### src/rtl/pic_pkg.sv
// Shared types, command codes and helpers for the interrupt controller.
package pic_pkg;

    // Initialisation sequence: ICW1 -> ICW2 -> (optional ICW4) -> operational.
    typedef enum logic [1:0] {
        UNINIT    = 2'd0,
        WAIT_ICW2 = 2'd1,
        WAIT_ICW4 = 2'd2,
        READY     = 2'd3
    } init_state_t;

    // Two-pulse INTA_ handshake tracking.
    typedef enum logic [1:0] {
        IDLE  = 2'd0,
        ACK1  = 2'd1,
        WAIT2 = 2'd2,
        ACK2  = 2'd3
    } ack_state_t;

    // OCW2 command field DIN[7:5].
    localparam logic [2:0] EOI_NS = 3'b001;
    localparam logic [2:0] EOI_SP = 3'b011;

    // DIN[4:3] selector for A0=0 writes once operational.
    localparam logic [1:0] OCW_SEL_OCW2 = 2'b00;
    localparam logic [1:0] OCW_SEL_OCW3 = 2'b01;

    // Lowest-numbered set bit: {valid, index}. Bit 0 is highest priority.
    function automatic logic [3:0] lowest_set(input logic [7:0] vec);
        logic [3:0] res;
        res = 4'b0000;
        for (int i = 7; i >= 0; i--) begin
            if (vec[i]) begin
                res = {1'b1, 3'(i)};
            end
        end
        return res;
    endfunction

endpackage

### src/rtl/pic_edge_sync.sv
// Multi-stage synchroniser with rising/falling edge pulse generation.
// STAGES must be at least 2. hist_clr forces the edge history high so a
// line that is already high must drop and rise again to produce a new rise.
module pic_edge_sync #(
    parameter int               STAGES  = 2,
    parameter int               WIDTH   = 1,
    parameter logic [WIDTH-1:0] RST_VAL = '0
) (
    input  logic             clk,
    input  logic             rst_n,
    input  logic [WIDTH-1:0] din,
    input  logic             hist_clr,
    output logic [WIDTH-1:0] level,
    output logic [WIDTH-1:0] rise,
    output logic [WIDTH-1:0] fall
);

    logic [STAGES-1:0][WIDTH-1:0] chain_q;
    logic [STAGES-1:0][WIDTH-1:0] chain_d;
    logic [WIDTH-1:0]             prev_q;
    logic [WIDTH-1:0]             prev_d;

    genvar gi;

    assign chain_d[0] = din;
    generate
        for (gi = 1; gi < STAGES; gi++) begin : g_chain
            assign chain_d[gi] = chain_q[gi-1];
        end
    endgenerate

    // Edge history: last synchronised value, or all-ones when being cleared.
    always_comb begin
        prev_d = chain_q[STAGES-1];
        if (hist_clr) begin
            prev_d = '1;
        end
    end

    // Synchroniser chain and history register.
    always_ff @(posedge clk or negedge rst_n) begin
        if (!rst_n) begin
            chain_q <= {STAGES{RST_VAL}};
            prev_q  <= RST_VAL;
        end else begin
            chain_q <= chain_d;
            prev_q  <= prev_d;
        end
    end

    assign level = chain_q[STAGES-1];
    assign rise  = level & ~prev_q;
    assign fall  = ~level & prev_q;

endmodule

### src/rtl/pic_irq_ctrl.sv
// Simplified 8259A-style interrupt controller: edge-latched requests,
// fixed priority (IR0 highest), ICW/OCW programming and INTA_ vectoring.
module pic_irq_ctrl
    import pic_pkg::*;
#(
    parameter int SYNC_STAGES = 2,
    parameter int SPURIOUS_IR = 7
) (
    input  logic       CLK,
    input  logic       RESET_,
    input  logic       CS_,
    input  logic       A0,
    input  logic       RD_,
    input  logic       WR_,
    input  logic [7:0] DIN,
    output logic [7:0] DOUT,
    output logic       DOE,
    input  logic [7:0] IR,
    input  logic       INTA_,
    output logic       INT
);

    localparam logic [2:0] SPUR_IDX = 3'(SPURIOUS_IR);

    // Synchronised views of the asynchronous inputs
    logic [7:0] ir_level, ir_rise, ir_fall;
    logic       rd_s, rd_rise, rd_fall;
    logic       wr_s, wr_rise, wr_fall;
    logic       inta_s, inta_rise, inta_fall;
    logic       hist_clr;

    // Architectural state
    init_state_t init_state_q, init_state_d;
    ack_state_t  ack_state_q, ack_state_d;
    logic [7:0]  irr_q, irr_d;
    logic [7:0]  isr_q, isr_d;
    logic [7:0]  imr_q, imr_d;
    logic [4:0]  vbase_q, vbase_d;
    logic        ic4_q, ic4_d;
    logic        rsel_isr_q, rsel_isr_d;
    logic [2:0]  vec_q, vec_d;
    logic        spurious_q, spurious_d;
    logic        int_q, int_d;

    // Decode helpers
    logic       wr_commit;
    logic       is_icw1;
    logic [3:0] lo_pend;
    logic [3:0] lo_isr;
    logic       win_valid;
    logic [3:0] lo_pend_d;
    logic [3:0] lo_isr_d;

    pic_edge_sync #(.STAGES(SYNC_STAGES), .WIDTH(8), .RST_VAL(8'h00)) u_sync_ir (
        .clk(CLK), .rst_n(RESET_), .din(IR), .hist_clr(hist_clr),
        .level(ir_level), .rise(ir_rise), .fall(ir_fall)
    );

    pic_edge_sync #(.STAGES(SYNC_STAGES), .WIDTH(1), .RST_VAL(1'b1)) u_sync_rd (
        .clk(CLK), .rst_n(RESET_), .din(RD_), .hist_clr(1'b0),
        .level(rd_s), .rise(rd_rise), .fall(rd_fall)
    );

    pic_edge_sync #(.STAGES(SYNC_STAGES), .WIDTH(1), .RST_VAL(1'b1)) u_sync_wr (
        .clk(CLK), .rst_n(RESET_), .din(WR_), .hist_clr(1'b0),
        .level(wr_s), .rise(wr_rise), .fall(wr_fall)
    );

    pic_edge_sync #(.STAGES(SYNC_STAGES), .WIDTH(1), .RST_VAL(1'b1)) u_sync_inta (
        .clk(CLK), .rst_n(RESET_), .din(INTA_), .hist_clr(1'b0),
        .level(inta_s), .rise(inta_rise), .fall(inta_fall)
    );

    // Synchroniser outputs this block has no use for.
    logic unused_bits;
    assign unused_bits = ^{ir_level, ir_fall, rd_rise, rd_fall, wr_s, wr_fall};

    // A write lands on the end of the WR_ strobe, only when not reading.
    assign wr_commit = wr_rise & ~CS_ & rd_s;
    assign is_icw1   = wr_commit & ~A0 & DIN[4];
    assign hist_clr  = is_icw1;

    // Priority resolution on current state: a request wins only if it is
    // strictly higher priority than everything already in service.
    always_comb begin
        lo_pend   = lowest_set(irr_q & ~imr_q);
        lo_isr    = lowest_set(isr_q);
        win_valid = (init_state_q == READY) && lo_pend[3] &&
                    (!lo_isr[3] || (lo_pend[2:0] < lo_isr[2:0]));
    end

    // Next-state: request latching, ack handshake, then bus writes.
    always_comb begin
        init_state_d = init_state_q;
        ack_state_d  = ack_state_q;
        irr_d        = irr_q | ir_rise;
        isr_d        = isr_q;
        imr_d        = imr_q;
        vbase_d      = vbase_q;
        ic4_d        = ic4_q;
        rsel_isr_d   = rsel_isr_q;
        vec_d        = vec_q;
        spurious_d   = spurious_q;
        int_d        = 1'b0;
        lo_pend_d    = 4'b0000;
        lo_isr_d     = 4'b0000;

        case (ack_state_q)
            IDLE: begin
                if (inta_fall) begin
                    ack_state_d = ACK1;
                    if (win_valid) begin
                        // Acknowledge clear overrides a same-cycle new edge.
                        isr_d[lo_pend[2:0]] = 1'b1;
                        irr_d[lo_pend[2:0]] = 1'b0;
                        vec_d               = lo_pend[2:0];
                        spurious_d          = 1'b0;
                    end else begin
                        spurious_d = 1'b1;
                    end
                end
            end
            ACK1: begin
                if (inta_rise) begin
                    ack_state_d = WAIT2;
                end
            end
            WAIT2: begin
                if (inta_fall) begin
                    ack_state_d = ACK2;
                end
            end
            ACK2: begin
                if (inta_rise) begin
                    ack_state_d = IDLE;
                    spurious_d  = 1'b0;
                end
            end
            default: ack_state_d = IDLE;
        endcase

        if (is_icw1) begin
            // Re-initialisation aborts anything in flight.
            ic4_d        = DIN[0];
            irr_d        = 8'h00;
            isr_d        = 8'h00;
            imr_d        = 8'h00;
            rsel_isr_d   = 1'b0;
            init_state_d = WAIT_ICW2;
            ack_state_d  = IDLE;
            spurious_d   = 1'b0;
        end else if (wr_commit) begin
            case (init_state_q)
                WAIT_ICW2: begin
                    if (A0) begin
                        vbase_d      = DIN[7:3];
                        init_state_d = ic4_q ? WAIT_ICW4 : READY;
                    end
                end
                WAIT_ICW4: begin
                    if (A0) begin
                        init_state_d = READY;
                    end
                end
                READY: begin
                    if (A0) begin
                        imr_d = DIN;
                    end else if (DIN[4:3] == OCW_SEL_OCW2) begin
                        if (DIN[7:5] == EOI_NS) begin
                            if (lo_isr[3]) begin
                                isr_d[lo_isr[2:0]] = 1'b0;
                            end
                        end else if (DIN[7:5] == EOI_SP) begin
                            isr_d[DIN[2:0]] = 1'b0;
                        end
                    end else if (DIN[4:3] == OCW_SEL_OCW3) begin
                        if (DIN[1]) begin
                            rsel_isr_d = DIN[0];
                        end
                    end
                end
                default: ;
            endcase
        end

        // INT tracks the registers it will sit beside after this edge.
        lo_pend_d = lowest_set(irr_d & ~imr_d);
        lo_isr_d  = lowest_set(isr_d);
        int_d     = (init_state_d == READY) && (ack_state_d == IDLE) &&
                    lo_pend_d[3] &&
                    (!lo_isr_d[3] || (lo_pend_d[2:0] < lo_isr_d[2:0]));
    end

    // State registers.
    always_ff @(posedge CLK or negedge RESET_) begin
        if (!RESET_) begin
            init_state_q <= UNINIT;
            ack_state_q  <= IDLE;
            irr_q        <= 8'h00;
            isr_q        <= 8'h00;
            imr_q        <= 8'hFF;
            vbase_q      <= 5'd0;
            ic4_q        <= 1'b0;
            rsel_isr_q   <= 1'b0;
            vec_q        <= 3'd0;
            spurious_q   <= 1'b0;
            int_q        <= 1'b0;
        end else begin
            init_state_q <= init_state_d;
            ack_state_q  <= ack_state_d;
            irr_q        <= irr_d;
            isr_q        <= isr_d;
            imr_q        <= imr_d;
            vbase_q      <= vbase_d;
            ic4_q        <= ic4_d;
            rsel_isr_q   <= rsel_isr_d;
            vec_q        <= vec_d;
            spurious_q   <= spurious_d;
            int_q        <= int_d;
        end
    end

    assign INT = int_q;

    // Bus output: vector during the second INTA_ pulse, else register reads.
    always_comb begin
        DOE  = 1'b0;
        DOUT = 8'h00;
        if (ack_state_q == ACK2) begin
            DOE  = 1'b1;
            DOUT = {vbase_q, (spurious_q ? SPUR_IDX : vec_q)};
        end else if (inta_s && !CS_ && !rd_s) begin
            DOE = 1'b1;
            if (A0) begin
                DOUT = imr_q;
            end else begin
                DOUT = rsel_isr_q ? isr_q : irr_q;
            end
        end
    end

endmodule
### config.mk
export PLATFORM = sky130hd
export DESIGN_NAME = pic_irq_ctrl
export DESIGN_NICKNAME = d
export VERILOG_FILES = /design/src/rtl/pic_pkg.sv /design/src/rtl/pic_edge_sync.sv /design/src/rtl/pic_irq_ctrl.sv
export SDC_FILE = /design/constraint.sdc
export NUM_CORES = 1
export LEC_CHECK = 0
export BUFFER_PORTS_ARGS = -buffer_cell sky130_fd_sc_hd__buf_2
export CAP_MARGIN = 15
export CORE_ASPECT_RATIO = 1.5
export CORE_MARGIN = 1
export CORE_UTILIZATION = 54
export DETAILED_ROUTE_END_ITERATION = 10
export PLACE_DENSITY_LB_ADDON = 0.15
export SLEW_MARGIN = 15
export SYNTH_ARGS = -nofsm -noshare
export SYNTH_HDL_FRONTEND = slang
export SYNTH_SLANG_ARGS = --single-unit
### constraint.sdc
create_clock -name CLK -period 3.3 [get_ports CLK]
set_clock_uncertainty 0.1 [all_clocks]
set_input_delay 0.495 -clock CLK [delete_from_list [all_inputs] [get_ports CLK]]
set_output_delay 0.495 -clock CLK [all_outputs]
set_load 0.005 [all_outputs]
* Word-level counts from Yosys, hierarchy flattened
Index checks and enable logic that the tools add are counted.
** Word-level totals
- Register bits after elaboration :: 72
- Word-level logic and storage cells :: 188
- Input port bits :: 23
- Output and inout port bits :: 10
** Cells by class
- Muxes and demuxes :: 89
- Bitwise gates (word level) :: 27
- $lt $le $gt $ge :: 8
- Reduce and logical (&&, ||, !) cells :: 28
- Equality and inequality tests :: 14
** Operators with widths (count)
- 8-bit 2-to-1 mux :: 24
- 4-bit 2-to-1 mux :: 32
- 8-bit bitwise AND :: 6
- 8-bit NOT :: 6
- 2-bit 2-to-1 mux :: 9
- 1-bit 2-to-1 mux :: 17
- 8-bit OR :: 2
- 3-bit by 4-bit < comparator with 1-bit output (second input constant) :: 3
- 2-bit equality test (second input constant) :: 5
- 1-bit logical AND :: 10
- 1-bit demux with 3-bit select :: 3
- 3-bit by 1-bit greater-or-equal comparator with 1-bit output (second input constant) :: 3
- 2-bit one-hot mux with 4 select lines :: 1
- 2-bit nonzero test :: 4
- 1-bit bitwise AND :: 7
- 2-bit by 1-bit equality test with 1-bit output (second input constant) :: 3
- 2-bit logical NOT :: 3
- 3-bit < comparator :: 2
- 3-bit inequality test (second input constant) :: 2
- 1-bit NOT :: 6
- 3-bit AND reduction :: 2
- 6-bit AND reduction :: 1
- 1-bit logical NOT :: 4
- 2-bit one-hot mux with 2 select lines :: 1
- 9 further kinds :: 10

* Depth between registers and ports, before layout
Gate-level depths: netlist (run 1).
- Depth after elaboration :: 37
- Mapped depth :: 18
- Gate-level depth less buffers :: 18

* Cells and area by module
Synthesis (run 1) repeated with hierarchy kept, for this count alone.
** Unflattened totals
- Cells, all modules :: 419
- Area total of the unflattened synthesis :: 3970.1 um^2
** Modules (own cells, without submodules)
- pic_irq_ctrl :: times used 1, cells an instance 353, area each 2926.6 um^2, seq. area each 1011.0 um^2
- pic_edge_sync (u_sync_ir) :: times used 1, cells an instance 48, area each 750.7 um^2, seq. area each 600.6 um^2
- pic_edge_sync (u_sync_inta ...) :: times used 3, cells an instance 6, area each 97.6 um^2, seq. area each 78.8 um^2

* Worst setup path before layout (run 1)
No wires, ideal clock.
- Path type :: flip-flop to flip-flop
- From :: reg imr_q[3]
- To :: reg int_q (netlist: INT)
- Data required time :: 3.068 ns
- Setup time :: 0.132 ns
- Path slack :: -0.293 ns
- Period minus slack after synthesis :: 3.593 ns
- Buffers on the path :: 0
- Arrival :: 3.360 ns
- Stages on the path, launching flop included :: 16
- Cell sequence :: dfstp_2 -> nand2b_4 -> nor2b_1 -> o21a_1 -> nor2_1 -> ha_1 -> o21a_1 -> o2bb2ai_2 -> o2111ai_2 -> a221oi_2 -> o21ai_0 -> a211o_1 -> ha_1 -> nand2_1 -> o31ai_1 -> o32ai_1
** On the way
- Elaborated cells between the ends (all ways) :: 62
- Classes of those cells :: order compare: 4; mux: 41; bitwise: 9; reduce/logical: 8
** RTL lines
- start: declaration :: line pic_irq_ctrl.sv:37 : logic [7:0] imr_q, imr_d;
- start signal: assignment :: line pic_irq_ctrl.sv:213 : imr_q <= imr_d;
- 8-bit NOT (*) :: line pic_irq_ctrl.sv:86 : lo_pend = lowest_set(irr_q & ~imr_q);
- 8-bit bitwise AND (*) :: line pic_irq_ctrl.sv:86
- 4-bit 2-to-1 mux (*) (4 in a row) :: line pic_pkg.sv:33 : if (vec[i]) begin
- named net lo_pend[1] :: line pic_irq_ctrl.sv:48 : logic [3:0] lo_pend;
- 3-bit by 4-bit < comparator with 1-bit output (not written as such) or 3-bit by 1-bit greater-or-equal comparator with 1-bit output (tied branches) :: line pic_irq_ctrl.sv:114 : isr_d[lo_pend[2:0]] = 1'b1;
- 1-bit logical AND (not written as such) :: line pic_irq_ctrl.sv:114
- 1-bit 2-to-1 mux (not written as such) :: line pic_irq_ctrl.sv:114
- 1-bit demux with 3-bit select :: line pic_irq_ctrl.sv:114
- (+10 left out)
- 8-bit 2-to-1 mux (*) :: line pic_irq_ctrl.sv:152 : end else if (wr_commit) begin
- 8-bit 2-to-1 mux (*) :: line pic_irq_ctrl.sv:142 : if (is_icw1) begin
- named net isr_d[6] :: line pic_irq_ctrl.sv:36 : logic [7:0] isr_q, isr_d;
- 4-bit 2-to-1 mux (*) (7 in a row) :: line pic_pkg.sv:33
- 3-bit < comparator or 1-bit logical NOT (tied branches) :: line pic_irq_ctrl.sv:191 : (!lo_isr_d[3] || (lo_pend_d[2:0] < lo_isr_d[2:0]));
- 1-bit logical OR (*) :: line pic_irq_ctrl.sv:191
- 1-bit logical AND (*) :: line pic_irq_ctrl.sv:190 : lo_pend_d[3] &&
- named net int_d :: line pic_irq_ctrl.sv:43 : logic int_q, int_d;
- end signal: assignment :: line pic_irq_ctrl.sv:219 : int_q <= int_d;
- end: declaration :: line pic_irq_ctrl.sv:43
The timed path passes the listed nets; every way through them passes the cells marked *.
A chain may end at the register's enable or synchronous reset.

* Worst setup path in the final report (run 1)
- From :: reg imr_q[2]
- To :: reg int_q (netlist: INT)
** On the way
- Elaborated cells between the ends (all ways) :: 61
- Classes of those cells :: order compare: 4; mux: 40; bitwise: 9; reduce/logical: 8
** RTL lines (line)
- 8-bit NOT (*) :: pic_irq_ctrl.sv:86
- 8-bit bitwise AND (*) :: pic_irq_ctrl.sv:86
- 4-bit 2-to-1 mux (*) (3 in a row) :: pic_pkg.sv:33
- named net lo_pend[1] :: pic_irq_ctrl.sv:48
- 3-bit by 4-bit < comparator with 1-bit output (not written as such) or 3-bit by 1-bit greater-or-equal comparator with 1-bit output (tied branches) :: pic_irq_ctrl.sv:114
- 1-bit logical AND (not written as such) :: pic_irq_ctrl.sv:114
- 1-bit 2-to-1 mux (not written as such) :: pic_irq_ctrl.sv:114
- 1-bit demux with 3-bit select :: pic_irq_ctrl.sv:114
- (+10 left out)
- 8-bit 2-to-1 mux (*) :: pic_irq_ctrl.sv:152
- 8-bit 2-to-1 mux (*) :: pic_irq_ctrl.sv:142
- named net isr_d[5] :: pic_irq_ctrl.sv:36
- 4-bit 2-to-1 mux (*) (6 in a row) :: pic_pkg.sv:33
- 3-bit < comparator or 1-bit logical NOT (tied branches) :: pic_irq_ctrl.sv:191
- 1-bit logical OR (*) :: pic_irq_ctrl.sv:191
- 1-bit logical AND (*) :: pic_irq_ctrl.sv:190
- named net int_d :: pic_irq_ctrl.sv:43
Marked as above.

==> impl_metrics.py, run 1 <==
metrics = {
    "final_layout": {
        "multi_input_area_sq_um": 2135,
        "diodes": 0,
        "final_area_sq_um": 5253,
        "final_cells": 634,
        "area_delta_synth_final_pct": 32.72,
        "final_util": 0.7514,
        "fill_cells": 510,
        "regArea_sq_um": 1823,
        "num-nets-final": 563,
        "drive_gt1_frac": 0.3948,
    },
    "setup_path": {
        "rrSetupSlack_ns": -0.26,
        "crit_type": "reg -> reg",
        "arrival_ns": 3.70,
        "critPathLaunchType": "flop",
        "critPathRequiredTime_ns": 3.45,
        "rr_worst_depth": 18,
        "cp_max_fo": 6,
        "r2r-end": "INT",
        "endpoint_kind": "flop",
        "worstReg2RegStart": "imr_q[2]",
    },
    "grt": {
        "met2_usage": 0.6078,
        "grtUsageMet3": 0.04323,
        "grt_usage": 0.3407,
        "grt-busiest-layer": "met2",
        "grt_pass1_vias": 3750,
        "grt_use_met1": 0.3806,
        "grt_max_degree": 42,
        "antenna_found_initial": 0,
        "grt_pass1_wl_um": 18970,
        "grt.overflow.total": 0,
    },
    "power_and_ir_drop": {
        "ir_drop_mv": 0.4401,
        "powerDensity_nw_per_um2": 477.3,
        "leakagePower_nw": 2.421,
    },
    "clocking": {
        "cts_sinks": 72,
        "cts_buffers": 9,
        "clk_path_buf_depth": 2,
        "insertion_delay_ns": 0.36,
        "cts_tree": "built",
        "ctsHoldBuffers": 0,
        "clk_pin_slew_ns": 0.08,
        "cts-root-buf": "clkbuf_8",
        "htree_levels": 3,
    },
    "outcome": {
        "violations": "negative setup slack",
        "status": "complete, but fails checks",
    },
    "sta": {
        "drv_slew": 0,
        "fmax_ghz": 0.2811,
        "rsz0062_at_grt": "true",
        "hold_viol_final": 0,
        "period_share": 1.078,
        "finalSetupTns_ns": -0.2577,
        "final.setup.worst_slack_ns": -0.2577,
        "setup_violations": 1,
        "timing.hold.ws_ns": 0.07928,
        "worstMarginPinSlew_ns": 0.7151,
        "period_minus_slack_ns": 3.558,
        "maxSlewHeadroom": 0.5233,
    },
    "floorplanning": {
        "io_pins": 33,
        "coreArea_sq_um": 6990,
        "dieWidth_um": 71.90,
        "die_area_sq_um": 7682,
        "num_rows": 37,
        "fp.dieH_um": 106.8,
        "initial_core_util": 0.5661,
    },
    "placement": {
        "place_hpwl_um": 9476,
        "dp.cells": 612,
        "port_buffers": 32,
        "gp_congestion": 0.9374,
        "dpl_cell_area_sq_um": 4908,
    },
    "yosys": {
        "yosysWarnings": 0,
        "synth-edff-count": 0,
        "syn_nets": 440,
        "yosysUniqueCellTypes": 67,
        "synthFlopType": "dfrtp_1",
        "synthArstFlopShare": 1.000,
        "synth-seq-cells": 72,
        "syn-mean-instance-area_sq_um": 9.676,
        "seq_area_frac_synth": 0.4603,
        "syn_inst": 409,
        "syn_area_sq_um": 3958,
    },
    "detailed_routing": {
        "drc": 0,
        "vias_per_cell": 5.782,
        "first_pass_iters": 5,
        "num_vias": 3666,
        "drt_iter0_drc": 243,
        "ant_nets": 0,
        "wire_per_inst_um": 19.02,
        "totalWireLength_um": 12060,
    },
    "min_path": {
        "holdCritPathClass": "in -> async",
    },
    "flow_run": {
        "cap_violations": 0,
    },
}
## metrics by stage
stage / total power [mW] / setup slack [ns]
after global routing: 2.618 / -0.4309
after detailed placement: 1.682 / -0.4327
after floorplan: 1.393 / -0.1308
after global placement: 1.662 / -0.3666
final: 2.507 / -0.2577
after CTS: 2.512 / -0.2358
## worst max-delay path, stage by stage (launching register included)
cell,delay (ns)
dfstp_2,0.54
nor2b_1,0.06
buf_4,0.14
nor2b_4,0.12
o21a_1,0.14
nor2_2,0.05
ha_1,0.27
o21a_1,0.18
o2bb2ai_4,0.11
and3_4,0.18
and2_1,0.16
o211a_1,0.24
nor2_2,0.14
o21ai_1,0.08
a211o_1,0.29
ha_4,0.29
nand2_1,0.06
o31ai_2,0.17
o32ai_1,0.11
## metal layers
| metal | up-vias | part of all wire |
|---|---|---|
| met4 | 0 | 0.052 |
| met2 | 122 | 0.53 |
| met5 | - | 0 |
| li1 | 1704 | - |
| met1 | 1799 | 0.38 |
| met3 | 41 | 0.035 |
## cell type report
cell class              count  share of cell area
multi-input cells         304              0.4064
flip-flops and latches     72              0.3471
repair buffers            125              0.1658
clock buffers               9             0.02358
well taps                  97             0.02311
clock inverters             7             0.01977
inverters                  20             0.01429
## Yosys cell counts (2+ instances only)
cell type	number	share of area
nor3b_1	2	0.0038
and2_1	4	0.0063
and3_1	4	0.0063
o22ai_1	5	0.0079
a211oi_2	2	0.0063
inv_1	20	0.019
o21a_1	2	0.0038
nand2_1	43	0.041
o32ai_1	3	0.0066
o21ai_0	29	0.037
buf_2	4	0.0051
or3_1	2	0.0032
a2bb2oi_1	3	0.0066
nand4bb_1	2	0.0057
a211o_1	2	0.0044
a211oi_1	6	0.011
nor3b_2	2	0.0063
mux2_2	7	0.020
mux2i_1	8	0.020
nand2b_4	2	0.0070
or2_2	3	0.0047
nand3_1	9	0.011
o31ai_1	3	0.0057
clkbuf_1	8	0.0076
o31ai_2	2	0.0063
dfstp_2	16	0.11
ha_1	8	0.025
nor2_1	37	0.035
nor2b_1	15	0.024
nand2b_1	16	0.025
a31oi_1	2	0.0032
nor3_1	8	0.010
a21oi_1	32	0.040
a221oi_2	2	0.0076
a21oi_2	5	0.011
dfrtp_1	56	0.35
o211ai_1	5	0.0095
## cells in the final DEF, fill, tap and decap left out, types with 3 or more instances in the layout
master,Yosys,layout
buf_4,1,92
dfrtp_1,56,55
nand2_1,43,42
nor2_1,37,35
buf_2,4,32
a21oi_1,32,30
o21ai_0,29,28
inv_1,20,20
dfstp_2,16,16
nand2b_1,16,15
nor2b_1,15,13
nand3_1,9,9
clkbuf_8,0,9
mux2i_1,8,8
nor3_1,8,7
mux2_2,7,7
a211oi_1,6,6
ha_1,8,6
a21oi_2,5,5
o211ai_1,5,5
o22ai_1,5,5
and2_1,4,4
nand2b_4,2,3
or2_2,3,3
a2bb2oi_1,3,3
o32ai_1,3,3
and3_1,4,3
o31ai_2,2,3
## where the power goes
| part | switching [mW] | internal [mW] | leakage (nW) |
|---|---|---|---|
| registers | 0.0710 | 0.970 | 0.823 |
| clock network | 0.361 | 0.434 | 0.108 |
| logic | 0.354 | 0.317 | 1.49 |
## repair_timing
| action | 4_1_cts | 5_1_grt |
|---|---|---|
| gates resized for setup | 12 | 2 |
| setup endpoints to repair | 1 | 1 |
| setup buffers | 5 | 1 |
| hold endpoints to repair | 0 | 0 |
| pin swaps | 7 | 4 |
## worst max path at each step
stage | from | end | slack [ns] | cells past startpoint
6_report | imr_q[2] | INT | -0.26 | 18
5_1_grt | imr_q[2] | INT | -0.43 | 18
4_1_cts | imr_q[2] | INT | -0.24 | 18
3_5_place_dp | imr_q[5] | INT | -0.43 | 16
3_3_place_gp | imr_q[5] | INT | -0.37 | 16
2_1_floorplan | isr_q[1] | INT | -0.13 | 13
## cell families (layout without fill, tap and decap cells)
| family | Yosys count | count (layout) | synth area share |
|---|---|---|---|
| mux | 15 | 15 | 0.04015 |
| buf+inv | 33 | 161 | 0.03351 |
| simple gates | 163 | 163 | 0.2295 |
| fa+ha+maj | 8 | 8 | 0.02529 |
| xor+xnor | 1 | 1 | 0.002213 |
| compound gates | 117 | 117 | 0.2090 |
| flops | 72 | 72 | 0.4603 |
## state kept, by name, indices dropped and copies added, names as in the netlist, 3 cells and up
signal	cells
irr_q	8
u_sync_ir.chain_d	8
u_sync_ir.prev_q	8
isr_q	8
u_sync_ir.level	8
imr_q	8
vec_q	3
vbase_q	5
Note: power is estimated with default switching activity, not from simulation.
==> run 2: changes to the inputs <==
--- a/config.mk
+++ b/config.mk
@@ -7,11 +7,11 @@
 export LEC_CHECK = 0
 export BUFFER_PORTS_ARGS = -buffer_cell sky130_fd_sc_hd__buf_2
 export CAP_MARGIN = 15
-export CORE_ASPECT_RATIO = 1.5
+export CORE_ASPECT_RATIO = 1.25
 export CORE_MARGIN = 1
 export CORE_UTILIZATION = 54
 export DETAILED_ROUTE_END_ITERATION = 10
-export PLACE_DENSITY_LB_ADDON = 0.15
+export PLACE_DENSITY = 0.76
 export SLEW_MARGIN = 15
 export SYNTH_ARGS = -nofsm -noshare
 export SYNTH_HDL_FRONTEND = slang
==> run 2 against run 1 <==
Effect of this change: hold slack better by 0.023 ns; clock power down 21%; critical path depth shrank 1; global-route usage down 2.0 points; largest power group unchanged; combinational power is 2% lower; final cell count down 2.7%; worst setup slack worse by 0.0077 ns; clock-buffer cell count up 1; sequential power about the same; critical path type unchanged; wire length down 4.9%; highest routed layer unchanged; critical endpoint unchanged; sequential share of layout area grew 0.34 points; the run still ends with negative setup slack left.
==> impl_metrics.py, run 2 (synthesized netlist as in run 1, its figures left out) <==
metrics = {
    "grt": {
        "grt_usage": 0.3207,
        "grt.overflow.total": 0,
        "grt_max_degree": 43,
        "antenna_found_initial": 0,
        "grt_pass1_wl_um": 18360,
        "grt_pass1_vias": 3652,
    },
    "floorplanning": {
        "fp.dieH_um": 97.72,
        "initial_core_util": 0.5638,
        "die_area_sq_um": 7677,
        "coreArea_sq_um": 7019,
        "io_pins": 33,
        "num_rows": 34,
        "dieWidth_um": 78.57,
    },
    "final_layout": {
        "diodes": 0,
        "num-nets-final": 553,
        "area_delta_synth_final_pct": 31.43,
        "final_cell_mix": "buf_4, dfrtp_1, nand2_1, nor2_1, buf_2",
        "drive_gt1_frac": 0.4080,
        "layout_commonest_cell": "buf_4",
    },
    "sta": {
        "hold_viol_final": 0,
        "rsz0062_at_grt": "true",
        "drv_slew": 0,
        "period_minus_slack_ns": 3.565,
        "finalSetupTns_ns": -0.2654,
        "period_share": 1.080,
        "final.setup.worst_slack_ns": -0.2654,
        "setup_violations": 1,
        "fmax_ghz": 0.2805,
        "worstMarginPinSlew_ns": 0.7517,
        "maxSlewHeadroom": 0.4989,
    },
    "setup_path": {
        "critPathRequiredTime_ns": 3.43,
        "r2r-end": "INT",
        "endpoint_kind": "flop",
        "rr_worst_depth": 17,
        "crit_type": "reg -> reg",
        "cp_cell_sequence": "nand2b_4, nand4b_4, a21oi_2, ha_1, a211o_1, a21oi_4, buf_4, o211ai_1, buf_4, nand3_1, buf_4, nand2_1, nor3b_2, ha_2, nor2_1, a31oi_1, o32ai_1",
        "endpoint": "INT",
        "crit_top_cell": "buf_4",
        "cp_max_fo": 5,
        "arrival_ns": 3.69,
        "max_stage_delay_ns": 0.54,
        "cp_slowest_cell": "dfstp_2",
        "critPathLaunchType": "flop",
        "rrSetupSlack_ns": -0.27,
        "crit_start": "imr_q[3]",
        "worstReg2RegStart": "imr_q[3]",
    },
    "power_and_ir_drop": {
        "totalPowerFinal_mw": 2.326,
        "seqPwrFrac": 0.447,
        "p_switching_mw": 0.7781,
        "p_clk_frac": 0.270,
        "combinationalPowerShare": 0.283,
        "leakagePower_nw": 2.377,
        "p_sw_frac": 0.3345,
        "p_int_mw": 1.548,
        "powerDensity_nw_per_um2": 447.2,
        "ir_drop_mv": 0.3375,
    },
    "flow_run": {
        "cap_violations": 0,
    },
    "placement": {
        "gp_congestion": 0.9863,
        "place_hpwl_um": 8741,
        "port_buffers": 32,
    },
    "clocking": {
        "cts-root-buf": "clkbuf_8",
        "insertion_delay_ns": 0.36,
        "cts_tree": "built",
        "cts_sinks": 72,
        "cts_buffers": 9,
        "clk_path_buf_depth": 2,
        "htree_levels": 3,
        "clk_pin_slew_ns": 0.08,
    },
    "detailed_routing": {
        "ant_nets": 0,
        "totalWireLength_um": 11470,
        "drc": 0,
        "vias_per_cell": 5.929,
        "drt_iter0_drc": 327,
        "num_vias": 3658,
        "first_pass_iters": 5,
        "wire_per_inst_um": 18.59,
    },
    "outcome": {
        "violations": "negative setup slack",
        "status": "complete, but fails checks",
    },
    "min_path": {
        "holdCritPathClass": "in -> async",
    },
}
run 2: stage by stage:
stage / std cells / util / hold slack (ns) / setup WS [ns] / cell area, sq um
3_3_place_gp: 594 / 0.6863 / 0.2316 / -0.2497 / 4817
4_1_cts: 612 / 0.7253 / 0.1213 / -0.2022 / 5091
6_report: 617 / 0.7410 / 0.1021 / -0.2654 / 5201
5_1_grt: 617 / 0.7410 / 0.1182 / -0.3815 / 5201
2_1_floorplan: 409 / - / 0.09941 / -0.1308 / 4019
3_5_place_dp: 594 / 0.6863 / 0.2363 / -0.3705 / 4817
run 2: how the worst min path moves through the flow:
stage | cells past startpoint | slack [ns] | to | startpoint
finish | 1 | 0.10 | irr_q[3] | RESET_
CTS | 1 | 0.12 | init_state_q[1] | RESET_
global placement | 0 | 0.23 | u_sync_ir.level[3] | u_sync_ir.chain_d[11]
floorplan | 0 | 0.1 | INT | RESET_
detailed placement | 0 | 0.24 | u_sync_ir.level[2] | u_sync_ir.chain_d[10]
global route | 1 | 0.12 | u_sync_inta.chain_d[1] | INTA_
run 2: critical path: cells and delay by family (launching register included):
| family | cells | cell delay [ns] |
|---|---|---|
| AO/OA/AOI/OAI | 6 | 1.12 |
| flip-flops | 1 | 0.54 |
| buffers and inverters | 3 | 0.48 |
| AND/OR/NAND/NOR | 6 | 0.70 |
| adder cells (fa/ha/maj) | 2 | 0.51 |
run 2: cell type report:
type,instances,area (sq um)
Sequential cell,72,1823
Clock buffer,10,127.6
Timing Repair Buffer,115,795.8
Multi-Input combinational cell,304,2225
Fill cell,509,1818
Tap cell,90,112.6
Clock inverter,6,42.54
Inverter,20,75.07
run 2: routing by layer:
layer	share of wire	track usage	vias up	routed length (um)
met1	0.40	0.3981	1752	4624
met2	0.48	0.5191	176	5552
met5	0	0	-	0
li1	-	-	1690	-
met3	0.067	0.07136	40	774
met4	0.045	0.1667	0	521
run 2: power groups by stage:
stage | Clock, mW | Sequential, mW | Combinational (mW)
6_report | 0.628 | 1.04 | 0.659
3_5_place_dp | 0 | 1.06 | 0.592
4_1_cts | 0.642 | 1.04 | 0.620
2_1_floorplan | 0 | 1.04 | 0.357
5_1_grt | 0.675 | 1.05 | 0.715
3_3_place_gp | 0 | 1.05 | 0.577
run 2: timing repair:
item / in CTS / in global routing
gates resized for setup: 18 / 16
endpoints found under the hold margin: 0 / 0
pin swaps: 8 / 12
cloned: 0 / 0
hold buffers: 0 / 0
setup buffers: 2 / 5
setup endpoints to repair: 1 / 1
==> run 3: changes to the inputs <==
--- a/config.mk
+++ b/config.mk
@@ -11,7 +11,7 @@
 export CORE_MARGIN = 1
 export CORE_UTILIZATION = 54
 export DETAILED_ROUTE_END_ITERATION = 10
-export PLACE_DENSITY = 0.76
+export PLACE_DENSITY_LB_ADDON = 0.1
 export SLEW_MARGIN = 15
 export SYNTH_ARGS = -nofsm -noshare
 export SYNTH_HDL_FRONTEND = slang
==> run 3 against run 2 <==
Effect of this change: the flow still finishes with violations (negative setup slack); total power is 5.5% higher; hold slack better by 0.025 ns; final cell count stayed put; sequential power hardly changed.
==> impl_metrics.py, run 3 (synthesized netlist as in run 1, its figures left out) <==
metrics = {
    "placement": {
        "place_hpwl_um": 8579,
        "pre_cts_slack_ns": -0.4028,
        "port_buffers": 32,
        "gp_congestion": 0.9625,
    },
    "setup_path": {
        "worstReg2RegStart": "imr_q[3]",
        "r2r-end": "INT",
        "rrSetupSlack_ns": -0.28,
        "arrival_ns": 3.71,
        "critPathLaunchType": "flop",
        "cp_max_fo": 5,
        "crit_type": "reg -> reg",
        "endpoint_kind": "flop",
        "critPathRequiredTime_ns": 3.43,
        "rr_worst_depth": 16,
    },
    "detailed_routing": {
        "wl_met3_um": 678,
        "num_vias": 3629,
        "drc": 0,
        "wire_per_inst_um": 18.70,
        "vias_per_cell": 5.882,
        "top_layer_used": "met4",
        "wl_met2_um": 5346,
        "totalWireLength_um": 11540,
        "first_pass_iters": 4,
        "wl_met1_um": 4938,
        "drt_iter0_drc": 329,
        "ant_nets": 0,
    },
    "sta": {
        "drv_slew": 0,
        "fmax_ghz": 0.2796,
        "period_minus_slack_ns": 3.576,
        "period_share": 1.084,
        "finalSetupTns_ns": -0.2765,
        "rsz0062_at_grt": "true",
        "setup_violations": 1,
        "worstMarginPinSlew_ns": 0.9021,
        "hold_viol_final": 0,
        "maxSlewHeadroom": 0.3986,
        "final.setup.worst_slack_ns": -0.2765,
        "timing.hold.ws_ns": 0.1273,
    },
    "min_path": {
        "min_from": "INTA_",
        "min_to": "u_sync_inta.chain_d[1]",
        "holdCritPathClass": "in -> reg",
        "min_path_cells": 1,
    },
    "floorplanning": {
        "dieWidth_um": 78.57,
        "coreArea_sq_um": 7019,
        "initial_core_util": 0.5638,
        "die_area_sq_um": 7677,
        "fp.dieH_um": 97.72,
        "io_pins": 33,
        "num_rows": 34,
    },
    "grt": {
        "grt_max_degree": 73,
        "grt_pass1_wl_um": 18460,
        "grt.overflow.total": 0,
        "antenna_found_initial": 0,
        "grt_pass1_vias": 3566,
        "grt_usage": 0.3235,
    },
    "clocking": {
        "cts_sinks": 72,
        "cts_buffers": 9,
        "cts-root-buf": "clkbuf_8",
        "ctsHoldBuffers": 0,
        "clk_path_buf_depth": 2,
        "clk_pin_slew_ns": 0.09,
        "insertion_delay_ns": 0.36,
        "htree_levels": 3,
        "cts_tree": "built",
    },
    "power_and_ir_drop": {
        "powerDensity_nw_per_um2": 476.9,
        "ir_drop_mv": 0.3598,
        "leakagePower_nw": 2.366,
        "totalPowerFinal_mw": 2.454,
    },
    "final_layout": {
        "num-nets-final": 553,
        "final_cell_mix": "buf_4, dfrtp_1, nand2_1, nor2_1",
        "final_util": 0.7330,
        "area_delta_synth_final_pct": 30.00,
        "regArea_sq_um": 1823,
        "layout_commonest_cell": "buf_4",
        "drive_gt1_frac": 0.3738,
        "fill_cells": 539,
        "diodes": 0,
        "multi_input_area_sq_um": 2125,
    },
    "outcome": {
        "status": "complete, but fails checks",
        "violations": "negative setup slack",
    },
    "flow_run": {
        "cap_violations": 0,
    },
}
## run 3: changes by cell type in the layout (fill, tap and decap cells not counted), sizes merged
cell	before	now
bufinv	0	1
inv	22	23
clkinv	2	0
## run 3: worst max path at each step
stage	start	endpoint	slack, ns	cells past startpoint
floorplan	isr_q[1]	INT	-0.13	13
global placement	imr_q[5]	INT	-0.27	17
detailed placement	imr_q[0]	INT	-0.40	15
CTS	imr_q[3]	INT	-0.19	15
global route	imr_q[3]	INT	-0.41	19
finish	imr_q[3]	INT	-0.28	16
## run 3: metal layers
| layer | vias up | track usage |
|---|---|---|
| met1 | 1745 | 0.4204 |
| met2 | 144 | 0.5124 |
| li1 | 1694 | - |
| met3 | 46 | 0.05728 |
| met4 | 0 | 0.1709 |
| met5 | - | 0 |
## run 3: final cells by class
cell class	instances	area share
tap	90	0.02189
clock buffer	10	0.02675
sequential	72	0.3543
clock inverter	6	0.01435
timing repair buffer	115	0.1552
multi-input combinational	304	0.4129
inverter	20	0.01459
## run 3: where the power goes
part / internal [mW] / total, mW / switching (mW)
Sequential: 0.970 / 1.04 / 0.0704
Combinational: 0.319 / 0.673 / 0.355
Clock: 0.380 / 0.740 / 0.360
## run 3: repair_timing
action | in CTS | in global routing
pin swaps | 9 | 5
resized for setup | 8 | 4
endpoints found under the hold margin | 0 | 0
endpoints found under the setup margin | 1 | 1
buffers inserted | 6 | 1
## run 3: critical path: stages (launching register included)
cell and delay, ns:
dfstp_2 0.54, nand2b_4 0.14, nor2b_4 0.16, o21a_1 0.14, nor2_2 0.04, ha_1 0.28, o21a_1 0.21, o2bb2ai_4 0.22
buf_12 0.14, o2111ai_4 0.12, a221oi_2 0.34, o21ai_1 0.09, a211o_1 0.30, ha_4 0.28, nand2_1 0.04, o31ai_1 0.19
o32ai_1 0.11
## run 3: stage by stage
stage,area [sq um],cells
after global routing,5145,617
final,5145,617
after detailed placement,4807,594
after CTS,5106,616
after floorplan,4019,409
after global placement,4807,594
